`config.mk`:
```
export PLATFORM = sky130hd
export DESIGN_NAME = sdrx_frame
export DESIGN_NICKNAME = d
export VERILOG_FILES = /design/src/rtl/sdrx_frame.sv
export SDC_FILE = /design/constraint.sdc
export NUM_CORES = 1
export LEC_CHECK = 0
export ABC_AREA = 1
export CORE_MARGIN = 2
export CORE_UTILIZATION = 35
export CTS_CLUSTER_SIZE = 10
export DETAILED_ROUTE_END_ITERATION = 16
export PLACE_DENSITY = 0.56
export SLEW_MARGIN = 10
export SYNTH_ARGS = -nofsm -noshare
export SYNTH_HDL_FRONTEND = slang
export SYNTH_SLANG_ARGS = --single-unit
```
`constraint.sdc`:
```
create_clock -name i_clk -period 20.9 [get_ports i_clk]
set_input_delay 2.09 -clock i_clk [delete_from_list [all_inputs] [get_ports i_clk]]
set_output_delay 2.09 -clock i_clk [all_outputs]
set_load 0.03 [all_outputs]
```
`src/rtl/sdrx_frame.sv`:
```
// sdrx_frame: SD-style block-data receive framer.
// Waits for a start bit, then shifts in i_length bytes of data on 1, 4 or
// 8 lanes. Each completed 32-bit word is emitted with a one-cycle o_valid.
// The block's CRC-16 is checked on every active lane, then the end bit.
// The block closes with a one-cycle o_done, and o_err is qualified by o_done.
//
// Build option: define SDRX_FRAME_DDR_EN to honour i_ddr and i_nedge
// (double data rate, separate falling-edge CRCs). Without it, only SDR is
// built and i_ddr / i_nedge are ignored.
//
// Ports:
//   i_clk, i_reset      clock, asynchronous active-high reset
//   i_en                arm / hold a block receive (low aborts)
//   i_width, i_ddr,
//   i_length            bus width, DDR mode, block length (latched at start bit)
//   i_pedge, i_nedge    sample strobes for the sd_clk rising / falling edge
//   i_dat               lane samples
//   o_valid, o_data,
//   o_last              received word stream
//   o_done, o_err       end-of-block pulse and its error flag
//   o_busy              receiver is not idle
module sdrx_frame #(
    parameter int unsigned NUMIO = 8
) (
    input  logic        i_clk,
    input  logic        i_reset,
    input  logic        i_en,
    input  logic [1:0]  i_width,
    input  logic        i_ddr,
    input  logic [9:0]  i_length,
    input  logic        i_pedge,
    input  logic        i_nedge,
    input  logic [7:0]  i_dat,
    output logic        o_valid,
    output logic [31:0] o_data,
    output logic        o_last,
    output logic        o_done,
    output logic        o_err,
    output logic        o_busy
);

    localparam int unsigned CW   = 13;
    localparam int unsigned CRCW = 16;
    localparam logic [CRCW-1:0] POLY = 16'h1021;

    typedef enum logic [2:0] {IDLE, START, DATA, CRC, STOP, DONE} state_t;

    state_t          state;
    logic [1:0]      wsel_q;
    logic [7:0]      mask_q;
    logic [CW-1:0]   tot_q;
    logic [CW-1:0]   cnt;
    logic [31:0]     word_q;

    logic [1:0]      live_wsel;
    logic            start_hit;
    logic            in_frame;
    logic            neg_take;
    logic            take;
    logic [31:0]     word_nxt;
    logic            data_last;
    logic            crc_last;
    logic            end_bad;
    logic            crc_bad;
    logic            ddr_q;
    logic [NUMIO-1:0] nz_p;

    // Width code to lane-select: 0 = 1b, 1 = 4b, 2 = 8b; widths wider than NUMIO fall back to 1b.
    function automatic logic [1:0] decode_width(input logic [1:0] w);
        if (w == 2'b01 && NUMIO >= 4) return 2'd1;
        if (w == 2'b10 && NUMIO >= 8) return 2'd2;
        return 2'd0;
    endfunction

    function automatic logic [7:0] lane_mask(input logic [1:0] ws);
        case (ws)
            2'd1:    return 8'h0F;
            2'd2:    return 8'hFF;
            default: return 8'h01;
        endcase
    endfunction

    // Data samples per block; a length of 0 encodes 512 bytes.
    function automatic logic [CW-1:0] block_samples(input logic [1:0] ws, input logic [9:0] len);
        logic [CW-1:0] bytes;
        bytes = (len == 10'd0) ? CW'(512) : CW'(len);
        case (ws)
            2'd1:    return CW'(bytes << 1);
            2'd2:    return bytes;
            default: return CW'(bytes << 3);
        endcase
    endfunction

    function automatic logic word_end(input logic [1:0] ws, input logic [CW-1:0] c);
        case (ws)
            2'd1:    return &c[2:0];
            2'd2:    return &c[1:0];
            default: return &c[4:0];
        endcase
    endfunction

    function automatic logic [31:0] shift_in(input logic [31:0] w, input logic [1:0] ws,
                                             input logic [7:0] d);
        case (ws)
            2'd1:    return {w[27:0], d[3:0]};
            2'd2:    return {w[23:0], d};
            default: return {w[30:0], d[0]};
        endcase
    endfunction

    function automatic logic [CRCW-1:0] crc_step(input logic [CRCW-1:0] c, input logic b);
        return {c[CRCW-2:0], 1'b0} ^ ((c[CRCW-1] ^ b) ? POLY : '0);
    endfunction

    assign live_wsel = decode_width(i_width);
    assign start_hit = i_pedge && ((i_dat & lane_mask(live_wsel)) == 8'h00);
    assign in_frame  = (state == DATA) || (state == CRC);
    assign take      = i_pedge | neg_take;
    assign word_nxt  = shift_in(word_q, wsel_q, i_dat);
    assign data_last = (CW'(cnt + 1'b1) == tot_q);
    assign crc_last  = (CW'(cnt + 1'b1) == (ddr_q ? CW'(32) : CW'(16)));
    assign end_bad   = ((i_dat & mask_q) != mask_q);

`ifdef SDRX_FRAME_DDR_EN
    logic             skip_q;
    logic [NUMIO-1:0] nz_n;

    // The falling-edge sample right after the start bit carries no data.
    assign neg_take = ddr_q & i_nedge & ~skip_q;
    assign crc_bad  = (|(nz_p & mask_q[NUMIO-1:0])) | (ddr_q & (|(nz_n & mask_q[NUMIO-1:0])));

    always_ff @(posedge i_clk or posedge i_reset) begin
        if (i_reset) begin
            ddr_q  <= 1'b0;
            skip_q <= 1'b0;
        end else if (state == START && start_hit) begin
            ddr_q  <= i_ddr;
            skip_q <= i_ddr;
        end else if (state == DATA && ddr_q && i_nedge && skip_q) begin
            skip_q <= 1'b0;
        end
    end
`else
    logic unused_ddr;

    assign ddr_q      = 1'b0;
    assign neg_take   = 1'b0;
    assign crc_bad    = |(nz_p & mask_q[NUMIO-1:0]);
    assign unused_ddr = ^{i_ddr, i_nedge};
`endif

    // Per-lane CRC-16 over data and CRC samples; a clean block leaves zero.
    for (genvar g = 0; g < NUMIO; g++) begin : g_lane
        logic [CRCW-1:0] crc_p;

        always_ff @(posedge i_clk or posedge i_reset) begin
            if (i_reset)                  crc_p <= '0;
            else if (state == START)      crc_p <= '0;
            else if (in_frame && i_pedge) crc_p <= crc_step(crc_p, i_dat[g]);
        end
        assign nz_p[g] = |crc_p;

`ifdef SDRX_FRAME_DDR_EN
        logic [CRCW-1:0] crc_n;

        always_ff @(posedge i_clk or posedge i_reset) begin
            if (i_reset)                   crc_n <= '0;
            else if (state == START)       crc_n <= '0;
            else if (in_frame && neg_take) crc_n <= crc_step(crc_n, i_dat[g]);
        end
        assign nz_n[g] = |crc_n;
`endif
    end

    // Frame FSM with registered outputs.
    always_ff @(posedge i_clk or posedge i_reset) begin
        if (i_reset) begin
            state   <= IDLE;
            wsel_q  <= 2'd0;
            mask_q  <= 8'h00;
            tot_q   <= '0;
            cnt     <= '0;
            word_q  <= '0;
            o_valid <= 1'b0;
            o_data  <= '0;
            o_last  <= 1'b0;
            o_done  <= 1'b0;
            o_err   <= 1'b0;
            o_busy  <= 1'b0;
        end else begin
            o_valid <= 1'b0;
            o_last  <= 1'b0;
            o_done  <= 1'b0;
            o_err   <= 1'b0;
            if (!i_en && state != DONE) begin
                state  <= IDLE;
                o_busy <= 1'b0;
            end else begin
                case (state)
                    IDLE: begin
                        state  <= START;
                        o_busy <= 1'b1;
                    end
                    START: begin
                        cnt    <= '0;
                        word_q <= '0;
                        if (start_hit) begin
                            state  <= DATA;
                            wsel_q <= live_wsel;
                            mask_q <= lane_mask(live_wsel);
                            tot_q  <= block_samples(live_wsel, i_length);
                        end
                    end
                    DATA: begin
                        if (take) begin
                            word_q <= word_nxt;
                            cnt    <= CW'(cnt + 1'b1);
                            if (word_end(wsel_q, cnt)) begin
                                o_valid <= 1'b1;
                                o_data  <= word_nxt;
                                o_last  <= data_last;
                            end
                            if (data_last) begin
                                state <= CRC;
                                cnt   <= '0;
                            end
                        end
                    end
                    CRC: begin
                        if (take) begin
                            cnt <= CW'(cnt + 1'b1);
                            if (crc_last) begin
                                state <= STOP;
                                cnt   <= '0;
                            end
                        end
                    end
                    STOP: begin
                        if (i_pedge) begin
                            state  <= DONE;
                            o_done <= 1'b1;
                            o_err  <= crc_bad | end_bad;
                        end
                    end
                    DONE: begin
                        state  <= i_en ? START : IDLE;
                        o_busy <= i_en;
                    end
                    default: begin
                        state  <= IDLE;
                        o_busy <= 1'b0;
                    end
                endcase
            end
        end
    end

endmodule

```
==> results.json <==
{
  "synth_area_per_cell_sq_um": 8.942,
  "nFillCells": 3078,
  "syn_nets": 1243,
  "grt_overflow_total": 0,
  "gp_congestion": 0.7974,
  "wl_microns": 24720,
  "drive_gt1_share_pct": 7.754,
  "drt-pass1-iter-count": 5,
  "num-nets-final": 1281,
  "vias": 8358,
  "power_mw": 1.543,
  "synth_top_area_share_pct": 53.05,
  "cts_buffer_depth": 3,
  "worst_slew_pin_slew_ns": 1.193,
  "dp_slack_ns": 15.85,
  "slew_violations": 0,
  "cts_hold_buf": 0,
  "cts-resized-gates": 0,
  "period_minus_slack_ns": 4.465,
  "grt_pass1_wl_microns": 41800,
  "synthDistinctLibCells": 46,
  "drv_cap": 0,
  "seq_area_frac_synth_pct": 53.05,
  "fp.dieW_microns": 179.7,
  "yosys-top-cells-area": "dfrtp_1 (53%), o22ai_1 (8.7%), inv_1 (7.8%)",
  "synthArstFlopShare_pct": 100.0,
  "cts_tree": "built",
  "setup_violations": 0,
  "yosys_most_used_dff": "dfrtp_1",
  "coreArea_sq_mm": 0.03051,
  "cp_max_fo": 79,
  "post-synth-top-count-cell": "dfrtp_1",
  "critPathSlowestCell": "buf_4",
  "synth.top_cells.by_count": "dfrtp_1 (229), inv_1 (225), o22ai_1 (151), nand2_1 (130), o21ai_0 (98)",
  "gr-usage-all-layers_pct": 15.31,
  "num_rows": 64,
  "portBuffers": 60,
  "io_pins": 63,
  "htree_levels": 1,
  "cp-end-kind": "flip-flop",
  "grt_pass1_vias": 8173,
  "die-area_sq_mm": 0.03228,
  "antenna_found_initial": 0,
  "die_y_microns": 179.7,
  "post_cts_buffers": 0,
  "power_density_mw_per_mm2": 124.0,
  "fin_setup_tns_ns": 0,
  "post-dp-hpwl_microns": 16080,
  "place_area_sq_mm": 0.01171,
  "area.growth.synth_to_final_pct": 15.15,
  "fin_ws_ns": 16.43,
  "ctsRootBufferMaster": "clkbuf_16",
  "rsz0062_at_grt": "no",
  "yosysWarnings": 0,
  "crit_chain": "clkdlybuf4s50_1 > inv_1 > nor2_2 > inv_2 > nand2_4 > buf_4 > o22ai_1",
  "ir_drop_mv": 0.08168,
  "synth_edf_count": 0,
  "outcome": "finished, final reports clean",
  "vias_per_cell": 5.075,
  "fmax_mhz": 223.9,
  "fin_crit_sh_pct": 21.37,
  "finClkSkew_ns": 0.007641,
  "insertion_delay_ns": 0.54,
  "synth_seq_cells": 229,
  "drt_iter0_drc": 702,
  "clk_pin_slew_ns": 0.05,
  "n_antenna_cell": 0,
  "hold_viol_final": 0,
  "avgRoutedWirePerCell_microns": 15.01,
  "crit_arrival_ns": 4.84,
  "synthesis.area_sq_mm": 0.01080,
  "synth_top_area_cell": "dfrtp_1",
  "fin_area_sq_mm": 0.01244,
  "drc": 0,
  "crit_path_start_kind": "primary input",
  "final_antenna_net_count": 0,
  "min_path_type": "flip-flop to flip-flop",
  "final_util_pct": 40.77,
  "cts_buffers": 27,
  "grt_max_degree": 114,
  "rrSetupSlack_ns": 17.82,
  "synth_cells": 1208,
  "max-slew-margin-rel_pct": 20.47,
  "p_leak_nw": 5.529,
  "worstPathRequired_ns": 21.27,
  "max_stage_delay_ns": 0.73,
  "initial_utilization_pct": 35.40,
  "clock_sinks": 229,
  "crit_type": "primary input to flip-flop"
}
## critical path, delay by kind of cell
family	cells	cell delay (ns)
compound gates	1	0.15
simple gates	2	1.13
buf+inv	4	1.43
## state kept, by name, indices dropped and copies added, names as in the netlist, 3 cells and up
name,count
cnt,13
g_lane.crc_p,128
mask_q,3
o_data,32
state,3
tot_q,13
word_q,31
## report_power, final
group          internal (mW)  switching (mW)
Clock                  0.234           0.175
Combinational          0.185           0.376
Sequential             0.528          0.0441
## routing by layer
layer	track usage [%]	vias up	wire length [microns]
li1	-	4168	-
met1	22.97	4015	12540
met2	23.49	148	10880
met3	2.107	27	955
met4	3.480	0	343
met5	0	-	0
## cells in the final DEF, fill, tap and decap left out, types with 32 or more instances in the layout
master	count
a21oi_1	32
clkdlybuf4s50_1	60
dfrtp_1	229
inv_1	224
nand2_1	129
nand3_1	68
nor2_1	57
o21ai_0	98
o22ai_1	151
## worst paths after layout
check | start | endpoint | depth (start not counted)
min | o_data[0] | o_data[0] | 1
max | i_pedge | g_lane[3].crc_p[15] | 7
max reg2reg | state[2] | g_lane[3].crc_p[15] | 7
min reg2reg | o_data[0] | o_data[0] | 1
min in group asynchronous | i_reset | o_data[0] | 2
max in group asynchronous | i_reset | cnt[10] | 3
## area by class of cell
class	instances	area (sq um)	share of cell area, %
Sequential cell	229	5731	46.07
Timing Repair Buffer	67	653.1	5.251
Tap cell	396	495.5	3.983
Clock inverter	3	30.03	0.2414
Inverter	230	872.1	7.011
Clock buffer	31	700.7	5.633
Multi-Input combinational cell	691	3956	31.81
## stage by stage
step | hold slack [ns] | std cells
finish | 0.4883 | 1647
CTS | 0.4994 | 1647
global placement | 0.4829 | 1613
detailed placement | 0.4872 | 1613
floorplan | 0.4345 | 1208
global route | 0.5131 | 1647
## kinds of logic after synthesis
logic type / Yosys count / synth area share (%)
AND/OR/NAND/NOR: 341 / 15.63
adder cells (fa/ha/maj): 9 / 1.043
XOR/XNOR: 8 / 0.6487
buffers and inverters: 288 / 10.39
multiplexers: 19 / 1.981
flip-flops: 229 / 53.05
AO/OA/AOI/OAI: 314 / 17.26
(Power assumes the default switching activity.)
